`src/rtl/bus_cycle_pkg.sv`:
```
// Shared definitions for the 8088-style bus cycle initiator and its neighbours:
// bus-cycle states, S2..S0 status codes and request classification helpers.
package bus_cycle_pkg;

  typedef enum logic [2:0] {
    IDLE = 3'd0,
    T1   = 3'd1,
    T2   = 3'd2,
    T3   = 3'd3,
    TW   = 3'd4,
    T4   = 3'd5
  } bus_state_e;

  localparam logic [2:0] STATUS_INTA      = 3'b000;
  localparam logic [2:0] STATUS_IO_READ   = 3'b001;
  localparam logic [2:0] STATUS_IO_WRITE  = 3'b010;
  localparam logic [2:0] STATUS_HALT      = 3'b011;
  localparam logic [2:0] STATUS_CODE      = 3'b100;
  localparam logic [2:0] STATUS_MEM_READ  = 3'b101;
  localparam logic [2:0] STATUS_MEM_WRITE = 3'b110;
  localparam logic [2:0] STATUS_PASSIVE   = 3'b111;

  function automatic logic is_write(input logic [2:0] code);
    return (code == STATUS_IO_WRITE) || (code == STATUS_MEM_WRITE);
  endfunction

  // HALT and PASSIVE are status encodings, not requestable cycles.
  function automatic logic is_legal(input logic [2:0] code);
    return (code != STATUS_HALT) && (code != STATUS_PASSIVE);
  endfunction

endpackage

```
`src/rtl/cpu_clock_edge_detector.sv`:
```
// Detects rising/falling edges of the slower bus phase clock in the system clock
// domain; the strobes are valid for the one clock cycle following each edge.
module cpu_clock_edge_detector (
  input  logic clock,
  input  logic reset,
  input  logic cpu_clock,
  output logic cpu_pos,
  output logic cpu_neg
);

  logic prev_cpu_clock_r;

  // Previous-sample register for cpu_clock.
  always_ff @(posedge clock or posedge reset) begin
    if (reset) begin
      prev_cpu_clock_r <= 1'b0;
    end else begin
      prev_cpu_clock_r <= cpu_clock;
    end
  end

  assign cpu_pos = ~prev_cpu_clock_r & cpu_clock;
  assign cpu_neg = prev_cpu_clock_r & ~cpu_clock;

endmodule

```
`src/rtl/bus_cycle_initiator.sv`:
```
// CPU-side bus interface unit: runs one-word requests through T1/T2/T3/Tw/T4 on
// the cpu_clock grid and drives the status/lock/address/data pattern for the 8288.
module bus_cycle_initiator
  import bus_cycle_pkg::*;
(
  input  logic        clock,
  input  logic        reset,
  input  logic        cpu_clock,
  input  logic        req_valid,
  output logic        req_ready,
  input  logic [2:0]  req_type,
  input  logic [19:0] req_address,
  input  logic [7:0]  req_write_data,
  input  logic        req_lock,
  input  logic        ready,
  input  logic [7:0]  data_bus_in,
  output logic [2:0]  processor_status,
  output logic        processor_lock_n,
  output logic [19:0] cpu_address,
  output logic [7:0]  cpu_data_bus,
  output logic        data_out_enable,
  output logic        resp_valid,
  output logic [7:0]  resp_read_data
);

  logic       cpu_pos_s;
  logic       cpu_neg_s;
  logic       edge_unused_s;
  bus_state_e state_r;
  bus_state_e state_next_s;
  logic [2:0] type_r;
  logic [2:0] type_next_s;
  logic [2:0] status_next_s;
  logic       doe_next_s;
  logic       accept_s;
  logic       complete_s;

  cpu_clock_edge_detector u_edge (
    .clock     (clock),
    .reset     (reset),
    .cpu_clock (cpu_clock),
    .cpu_pos   (cpu_pos_s),
    .cpu_neg   (cpu_neg_s)
  );

  // Only rising phase edges matter here; the falling strobe serves the arbiter.
  assign edge_unused_s = cpu_neg_s;

  assign accept_s   = req_valid & cpu_pos_s & ((state_r == IDLE) | (state_r == T4))
                    & is_legal(req_type);
  assign complete_s = cpu_pos_s & ((state_r == T3) | (state_r == TW)) & ready;
  assign req_ready  = accept_s;

  // Next bus state, advancing only on rising cpu_clock edges.
  always_comb begin
    state_next_s = state_r;
    if (cpu_pos_s) begin
      case (state_r)
        IDLE:    state_next_s = accept_s ? T1 : IDLE;
        T1:      state_next_s = T2;
        T2:      state_next_s = T3;
        T3, TW:  state_next_s = ready ? T4 : TW;
        T4:      state_next_s = accept_s ? T1 : IDLE;
        default: state_next_s = IDLE;
      endcase
    end else begin
      state_next_s = state_r;
    end
  end

  // Registered output values derived from the upcoming state and cycle type.
  always_comb begin
    type_next_s   = accept_s ? req_type : type_r;
    status_next_s = STATUS_PASSIVE;
    doe_next_s    = 1'b0;
    case (state_next_s)
      T1:      status_next_s = type_next_s;
      T2, T3, TW: begin
        status_next_s = type_next_s;
        doe_next_s    = is_write(type_next_s);
      end
      T4:      doe_next_s = is_write(type_next_s);
      default: status_next_s = STATUS_PASSIVE;
    endcase
  end

  // Cycle state and all bus-facing registers.
  always_ff @(posedge clock or posedge reset) begin
    if (reset) begin
      state_r          <= IDLE;
      type_r           <= STATUS_PASSIVE;
      processor_status <= STATUS_PASSIVE;
      processor_lock_n <= 1'b1;
      cpu_address      <= 20'h00000;
      cpu_data_bus     <= 8'h00;
      data_out_enable  <= 1'b0;
      resp_valid       <= 1'b0;
      resp_read_data   <= 8'h00;
    end else begin
      state_r          <= state_next_s;
      type_r           <= type_next_s;
      processor_status <= status_next_s;
      data_out_enable  <= doe_next_s;
      resp_valid       <= complete_s;
      if (accept_s) begin
        cpu_address    <= req_address;
        cpu_data_bus   <= req_write_data;
      end
      if (complete_s && !is_write(type_r)) begin
        resp_read_data <= data_bus_in;
      end
      // A locked back-to-back accept out of T4 keeps LOCK asserted.
      if (accept_s) begin
        processor_lock_n <= ~req_lock;
      end else if (cpu_pos_s && (state_r == T4)) begin
        processor_lock_n <= 1'b1;
      end
    end
  end

endmodule

```
`config.mk`:
```
export PLATFORM = sky130hd
export DESIGN_NAME = bus_cycle_initiator
export DESIGN_NICKNAME = d
export VERILOG_FILES = /design/src/rtl/bus_cycle_pkg.sv /design/src/rtl/cpu_clock_edge_detector.sv /design/src/rtl/bus_cycle_initiator.sv
export SDC_FILE = /design/constraint.sdc
export NUM_CORES = 1
export LEC_CHECK = 0
export ABC_AREA = 1
export CAP_MARGIN = 20
export CELL_PAD_IN_SITES_DETAIL_PLACEMENT = 0
export CELL_PAD_IN_SITES_GLOBAL_PLACEMENT = 1
export CORE_MARGIN = 2
export CORE_UTILIZATION = 31
export CTS_BUF_LIST = sky130_fd_sc_hd__clkbuf_4 sky130_fd_sc_hd__clkbuf_8
export DETAILED_ROUTE_END_ITERATION = 12
export PLACE_DENSITY_LB_ADDON = 0.25
export SYNTH_ARGS = -nofsm -noshare
export SYNTH_HDL_FRONTEND = slang
export SYNTH_HIERARCHICAL = 1
export SYNTH_SLANG_ARGS = --single-unit
```
`constraint.sdc`:
```
create_clock -name clock -period 2.7 [get_ports clock]
set_input_delay 0.81 -clock clock [delete_from_list [all_inputs] [get_ports clock]]
set_output_delay 0.81 -clock clock [all_outputs]
set_load 0.1 [all_outputs]
```
==> results.cfg <==
[run_status]
status = finished clean

[floorplan]
core.rowCount = 29
floorplan.die_area_mm2 = 0.00732
boundaryPins = 88
die_x_um = 85.6
core_area_mm2 = 0.00639
die_height_um = 85.6
floorplan.initialDensity_pct = 32.3

[global_routing]
grt_pass1_wl_mm = 7.52
grt_start_max_net_pins = 35
first_global_vias = 1616
grt.overflow.total = 0
grt_antenna_before_repair = 0
grt_use_total_pct = 13.0

[cells_and_area]
nFillCells = 628
final_net_count = 360
area_delta_synth_final_pct = 47.2
antenna_cells = 0
final_layout_size_suffix_gt1_share_pct = 28.2

[synthesis]
synthesis.area_per_instance_um2 = 9.21
netlist_area_mm2 = 0.00206
yosysWarningCount = 6
synth.net_count = 269
syn-instance-count = 224

[placement]
hpwl_mm = 3.38
place.gp.congestion = 0.708
io_buffers = 87
place_ws_ns = -0.113

[timing]
fmaxAchievable_ghz = 0.383
layout_min_cycle_time_ns = 2.61
grt_setup_unrepaired = false
timing.final.max_slew_violations = 0
timing.clock.skew_ns = 0.00539
worst_slew_margin_rel_pct = 61.5
layout_worst_path_cycle_share_pct = 96.7
postLayoutSetupSlackWorst_ns = 0.0881
finalSetupViolations = 0
hold_violations = 0
max_slew.worst_pin.slew_ns = 0.574

[clocking]
clkSlewWorstSetupHoldPaths_ns = 0.09
numCtsBuffers = 5
cts_max_path_bufs = 2
tritoncts = built
postCtsSetupRepairBufs = 0
clkSinkCount = 49
cts_root_buf = sky130_fd_sc_hd__clkbuf_8
cts_htree_levels = 2
clk_lat_worst_skew_ns = 0.30

[run]
maxcap_violations = 0

[critical_path]
critical_path_required_ns = 1.89
cp_max_fo = 2
reg2reg_launch_point = state_r[1]
reg2regPathDepth = 10
path_cells = clkdlybuf4s50_1 > nand2_1 > a21oi_2 > nand2_4 > inv_4 > buf_12
cp_data_arrival_time_ns = 1.80
end_kind = output port
critPathLaunch = req_valid
cp_slowest_stage_delay_ns = 0.45
startpoint_type = input port
crit_path_top_delay_cell = sky130_fd_sc_hd__clkdlybuf4s50_1
setup.worst_path.class = in2out

[worst_hold_path]
hp-start = cpu_address[10]
whs_path_depth = 2
worstHoldPathType = reg2reg

[route]
starting_drt_drc_count = 63
drcViolationCount = 0
dr.pass1.iters = 4
routed_wirelength_mm = 4.64
detailroute.via_count = 1667
detail-route-antenna-nets = 0
via_per_inst = 4.24
route.detailed.wl_per_inst_um = 11.8
==> per-layer routing <==
layer  up-vias  GRT usage, %  part of all wire [%]
li1        853             -                     -
met5         -             0                     0
met2        41          21.5                    49
met3         4          3.37                   5.2
met4         0          4.33                   1.0
met1       769          16.5                    45
==> cells in the final DEF, fill, tap and decap left out, types with 2 or more instances in the layout <==
cell and n:
sky130_fd_sc_hd__clkbuf_8 6, sky130_fd_sc_hd__o21ai_2 12, sky130_fd_sc_hd__inv_1 20, sky130_fd_sc_hd__dfrtp_1 42
sky130_fd_sc_hd__nand2_2 5, sky130_fd_sc_hd__inv_2 4, sky130_fd_sc_hd__nor2_1 4, sky130_fd_sc_hd__nand3_1 5
sky130_fd_sc_hd__buf_12 2, sky130_fd_sc_hd__clkdlybuf4s50_1 43, sky130_fd_sc_hd__buf_4 45, sky130_fd_sc_hd__nand2_1 106
sky130_fd_sc_hd__a21oi_1 2, sky130_fd_sc_hd__dfstp_2 7
==> what timing repair did <==
item,4_1_cts,5_1_grt
endpoints found under the hold margin,0,0
endpoints found under the setup margin,1,0
hold buffers,0,0
gates resized for setup,1,0
==> registers in the layout, summed over array words and instances (netlist names) <==
name and count:
processor_status 3, data_out_enable 1, resp_read_data 8, type_r 3, cpu_data_bus 8, resp_valid 1, u_edge/prev_cpu_clock_r 1, cpu_address 20
state_r 3, processor_lock_n 1
==> worst max-delay path, delay by kind of cell <==
kind,cells,cell delay (ns)
buffers and inverters,3,0.67
and+or+nand+nor,2,0.15
AOI/OAI and AO/OA,1,0.15
==> stage by stage <==
step	std cells	area [µm²]	setup TNS (ns)	hold slack (ns)	util, %
2_1_floorplan	224	2060	0	0.500	-
3_3_place_gp	385	2920	-0.104	0.465	45.7
3_5_place_dp	385	2920	-0.113	0.470	45.7
4_1_cts	393	3040	0	0.494	47.6
5_1_grt	393	3040	0	0.512	47.6
6_report	393	3040	0	0.488	47.6
==> layout make-up <==
| cell class | count | area (µm²) | share of cell area (%) |
|---|---|---|---|
| clock buffers | 7 | 90.1 | 2.97 |
| clock inverters | 1 | 30.0 | 0.988 |
| inverters | 25 | 96.3 | 3.17 |
| multi-input cells | 143 | 673 | 22.2 |
| flip-flops and latches | 49 | 1230 | 40.7 |
| well taps | 77 | 96.3 | 3.17 |
| repair buffers | 91 | 817 | 26.9 |
==> final timing paths <==
check,end,slack [ns]
setup reg to reg,processor_status[1],1.08
max in group asynchronous,type_r[1],1.26
hold reg to reg,cpu_address[10],0.49
setup / recovery,req_ready,0.09
min in group asynchronous,u_edge/prev_cpu_clock_r,0.69
hold / removal,cpu_address[10],0.49
Power is not shown: default switching activity piles up to over one toggle a cycle in this logic, so the estimate is an artifact.
